**config.mk**
```make
export PLATFORM = sky130hd
export DESIGN_NAME = div_iter
export DESIGN_NICKNAME = d
export VERILOG_FILES = /design/src/rtl/div_iter.sv
export SDC_FILE = /design/constraint.sdc
export NUM_CORES = 1
export LEC_CHECK = 0
export ABC_AREA = 1
export BUFFER_PORTS_ARGS = -buffer_cell sky130_fd_sc_hd__buf_4
export CORE_ASPECT_RATIO = 1.1
export CORE_MARGIN = 2
export CORE_UTILIZATION = 60
export DETAILED_ROUTE_END_ITERATION = 12
export GPL_TIMING_DRIVEN = 0
export PLACE_DENSITY = 0.84
export REMOVE_ABC_BUFFERS = 1
export SYNTH_ARGS = -nofsm -noshare
export SYNTH_HDL_FRONTEND = slang
export SYNTH_SLANG_ARGS = --single-unit
```
**constraint.sdc**
```tcl
create_clock -name clk -period 6.9 [get_ports clk]
set_input_delay 0.69 -clock clk [delete_from_list [all_inputs] [get_ports clk]]
set_output_delay 0.69 -clock clk [all_outputs]
set_load 0.01 [all_outputs]
```
**src/rtl/div_iter.sv**
```systemverilog
`default_nettype none
// ============================================================================
//  Module      : div_iter
//  Description : Iterative radix-2 restoring divider returning quotient and
//                remainder with RISC-V M-extension signed/unsigned semantics.
//                Handshake: valid held by requester, data_ok one-cycle pulse.
//  Revision    : 1.0  initial release
// ============================================================================
module div_iter #(
    parameter int WIDTH = 64
) (
    input  logic             clk,
    input  logic             reset,
    input  logic             valid,
    input  logic             is_signed,
    input  logic [WIDTH-1:0] srca,
    input  logic [WIDTH-1:0] srcb,
    output logic [WIDTH-1:0] quot,
    output logic [WIDTH-1:0] rem,
    output logic             data_ok
);

    localparam int             CW   = (WIDTH > 1) ? $clog2(WIDTH) : 1;
    localparam logic [CW-1:0]  LAST = CW'(WIDTH - 1);

    typedef enum logic [1:0] {
        IDLE = 2'd0,
        BUSY = 2'd1,
        DONE = 2'd2
    } state_t;

    state_t           state;
    state_t           state_nx;

    logic [CW-1:0]    cnt;
    logic [WIDTH-1:0] q_acc;
    logic [WIDTH-1:0] rem_acc;
    logic [WIDTH-1:0] b_mag;
    logic             neg_q;
    logic             neg_r;

    logic [WIDTH-1:0] a_abs;
    logic [WIDTH-1:0] b_abs;
    logic [WIDTH:0]   shifted;
    logic             step_ok;
    logic [WIDTH-1:0] r_step;
    logic [WIDTH-1:0] q_step;
    logic [WIDTH-1:0] q_final;
    logic [WIDTH-1:0] r_final;

    // Operand magnitudes: negate only signed operands with the MSB set.
    assign a_abs = (is_signed && srca[WIDTH-1]) ? -srca : srca;
    assign b_abs = (is_signed && srcb[WIDTH-1]) ? -srcb : srcb;

    // One restoring step. The shifted partial remainder is WIDTH+1 bits; the
    // difference always fits in WIDTH bits when the trial subtraction succeeds
    // because the result is then below |b|.
    assign shifted = {rem_acc, q_acc[WIDTH-1]};
    assign step_ok = (shifted >= {1'b0, b_mag});
    assign r_step  = step_ok ? (shifted[WIDTH-1:0] - b_mag) : shifted[WIDTH-1:0];
    assign q_step  = {q_acc[WIDTH-2:0], step_ok};
    assign q_final = neg_q ? -q_step : q_step;
    assign r_final = neg_r ? -r_step : r_step;

    assign data_ok = (state == DONE);

    // State register.
    always_ff @(posedge clk) begin
        if (reset) begin
            state <= IDLE;
        end else begin
            state <= state_nx;
        end
    end

    // Next-state logic.
    always_comb begin
        state_nx = state;
        case (state)
            IDLE: begin
                if (valid) begin
                    state_nx = (srcb == '0) ? DONE : BUSY;
                end
            end
            BUSY: begin
                if (cnt == LAST) begin
                    state_nx = DONE;
                end
            end
            DONE:    state_nx = IDLE;
            default: state_nx = IDLE;
        endcase
    end

    // Datapath: operand capture, iteration, and result registers.
    always_ff @(posedge clk) begin
        if (reset) begin
            cnt     <= '0;
            q_acc   <= '0;
            rem_acc <= '0;
            b_mag   <= '0;
            neg_q   <= 1'b0;
            neg_r   <= 1'b0;
            quot    <= '0;
            rem     <= '0;
        end else begin
            case (state)
                IDLE: begin
                    if (valid) begin
                        if (srcb == '0) begin
                            quot <= '1;
                            rem  <= srca;
                        end else begin
                            q_acc   <= a_abs;
                            b_mag   <= b_abs;
                            rem_acc <= '0;
                            cnt     <= '0;
                            neg_q   <= is_signed & (srca[WIDTH-1] ^ srcb[WIDTH-1]);
                            neg_r   <= is_signed & srca[WIDTH-1];
                        end
                    end
                end
                BUSY: begin
                    q_acc   <= q_step;
                    rem_acc <= r_step;
                    cnt     <= cnt + 1'b1;
                    if (cnt == LAST) begin
                        quot <= q_final;
                        rem  <= r_final;
                    end
                end
                default: ;
            endcase
        end
    end

endmodule
`default_nettype wire

```
==> metrics.txt <==
routability cong. 1.02; final-report hold violation count 0; WHS 409 ps; layout cell share with drive strength beyond 1 0.112; #FFs+latches synth 330; starting density of the core 0.608; row count 81; nets@finish 4985; total via count in the routed design 30900; vias per cell 5.74; clock sink count 330; GRT Overall Usage 0.411; initial antenna violation count 0; ant diodes 0; CORE AREA 0.0446 sq mm; CTS Hold Bufs 0; Leak Pwr 15.0 nW; clock power share 0.339; Clock Latency Late Sink 570 ps; area fraction of the dominant cell type after synthesis 0.243; Max Slew Vio Count 0; synthesized area 0.0271 sq mm; Least-Margin Pin Slew 1360 ps; endpoints failing setup 0; WS Path Type flip-flop to flip-flop; slowest stage cell on the critical path nor2_4; max cap viols 0; drt first pass iters 8; minimum clock period after layout 6350 ps; DR WL/cell 18.4 um; power share of the combinational group 0.297; Yosys warnings 0; Int Power 0.00384 W; Async S/R FF share, synth 0; Cells after Synth 4643; worst path bufs/invs 6; Psw 0.00221 W; Slew headroom 0.0903; Sw Share 0.365; buffers added on ports 260; final antenna-violating net count 0; M1 wire length 38900 um; gr ovfl total 0; DRC 0; WL met2 44300 um; first-pass GRT wire length 150000 um; Ports 261; Hold Crit Class input pin to flip-flop; Synth area leaders dfxtp_1 (24%), nand2_1 (18%), inv_1 (9.3%); Avg Cell Area, Syn 5.84 sq um; data required time of the worst path 7310 ps; met3 WL post-DR 8970 um; Seq/Total Area, Yosys 0.243; P per Cell Area 197 mW/mm^2; clk buf depth 3; die area 0.0469 sq mm; ys flop type dfxtp_1; commonest non-fill, non-tap cells in the layout nand2_1 (1266), inv_1 (665), nor2_1 (470), a21oi_1 (374), o21ai_0 (333); CP delay by family, top simple AND/OR/NAND/NOR gates; Max stage delay on crit path 530 ps; RSZ-0062 raised after global routing false; Distinct cells, synth 71; Worst Skew 15.8 ps; drt total wl 99300 um; Final Cycle Share 0.920; fraction of power consumed by sequential logic 0.364; capturing element type of the critical path flip-flop; Layout area overhead 13.2%; Max Clock Freq 0.158 GHz; commonest non-fill, non-tap cell in the layout nand2_1; CTS Buf Count 38; top cell type by total area after synthesis dfxtp_1; Top Metal Used met4; die width 207 um; status finished clean; Post-DP HPWL 76100 um; EDFF count, synth 0; crit path max fanout 43; CP startpoint kind flip-flop; DRT iter0 DRCs 3417; H-Tree Level Count 2; VDD IR max 0.138 mV; clock slew at reported path FFs 60 ps; most frequent CP cell nand2_1; Die H 227 um; Worst EP arrival 6760 ps; root buffer cell clkbuf_16; TritonCTS clock tree done; largest net degree at the start of global routing 151; setup_tns 0 ps; number of global-route vias before repair 28200
routing by layer:
| metal | GRT usage | vias up |
|---|---|---|
| li1 | - | 15300 |
| met1 | 0.511 | 13900 |
| met2 | 0.668 | 1476 |
| met3 | 0.0568 | 323 |
| met4 | 0.261 | 0 |
| met5 | 0 | - |
final timing paths:
check | startpoint | to | slack [ps] | depth (start not counted)
worst max register to register | b_mag[62]$_SDFFE_PP0P_ | quot[60]$_SDFFE_PP0P_ | 550 | 29
worst min-delay path | srca[60] | q_acc[60]$_SDFFE_PP0P_ | 410 | 3
worst min register to register | rem[62]$_SDFFE_PP0P_ | rem[62]$_SDFFE_PP0P_ | 470 | 2
worst max-delay path | b_mag[62]$_SDFFE_PP0P_ | quot[60]$_SDFFE_PP0P_ | 550 | 29
per-stage QoR:
step	total power, W	instances	area, sq um	setup slack, ps	util
floorplan	0.00332	4460	26300	-6990	-
global placement	0.00394	5301	29000	-16690	0.650
detailed placement	0.00399	5316	29400	253	0.660
CTS	0.00602	5381	30600	150	0.687
global route	0.00632	5389	30700	32.5	0.689
finish	0.00606	5389	30700	552	0.689
sequential cells by signal, indices dropped and copies added (netlist names), 2 cells and up:
signal and cells:
b_mag 64, cnt 6, q_acc 64, quot 64, rem 64, rem_acc 64, state 2
kinds of logic (layout without fill, tap and decap cells):
kind of cell / count (synthesis) / in the layout / share of synthesized area
compound gates: 908 / 908 / 0.185
mux: 1 / 1 / 0.000415
buf+inv: 876 / 1039 / 0.126
xor+xnor: 111 / 111 / 0.0358
simple gates: 2347 / 2349 / 0.376
flops: 330 / 330 / 0.243
fa+ha+maj: 70 / 70 / 0.0326
power groups by stage:
stage	clock (W)	combinational, W	sequential [W]
2_1_floorplan	0	0.00109	0.00223
3_3_place_gp	0	0.00170	0.00224
3_5_place_dp	0	0.00175	0.00223
4_1_cts	0.00206	0.00176	0.00219
5_1_grt	0.00212	0.00198	0.00222
6_report	0.00205	0.00180	0.00220
cell usage after synthesis (all sizes together) (7+ instances only):
cell and n:
a211oi 8, a21oi 379, a31oi 54, and2 13, buf 45, clkbuf 138
clkinv 7, dfxtp 330, ha 69, inv 686, nand2 1309, nand3 296
nand3b 19, nand4 60, nor2 532, nor3 62, nor4 37, o211ai 35
o21ai 355, o21bai 20, o221ai 12, o31ai 16, or2 13, xnor2 23
xor2 88
tightest hold or removal path, delay by kind of cell:
kind	cells	cell delay (ps)
AOI/OAI and AO/OA	1	50
buffers and inverters	1	90
and+or+nand+nor	1	90
final cells by class:
class                           instances  area (sq um)
Tap cell                              581           727
Clock inverter                         14           131
Fill cell                            4160         13900
Timing Repair Buffer                  281          2360
Inverter                              693          2620
Sequential cell                       330          6610
Multi-Input combinational cell       3439         17200
Clock buffer                           51          1100
what timing repair did:
| action | CTS | global route |
|---|---|---|
| gates resized for setup | 0 | 0 |
| setup endpoints to repair | 0 | 10 |
| buffers inserted | 0 | 6 |
(Power assumes the default switching activity.)
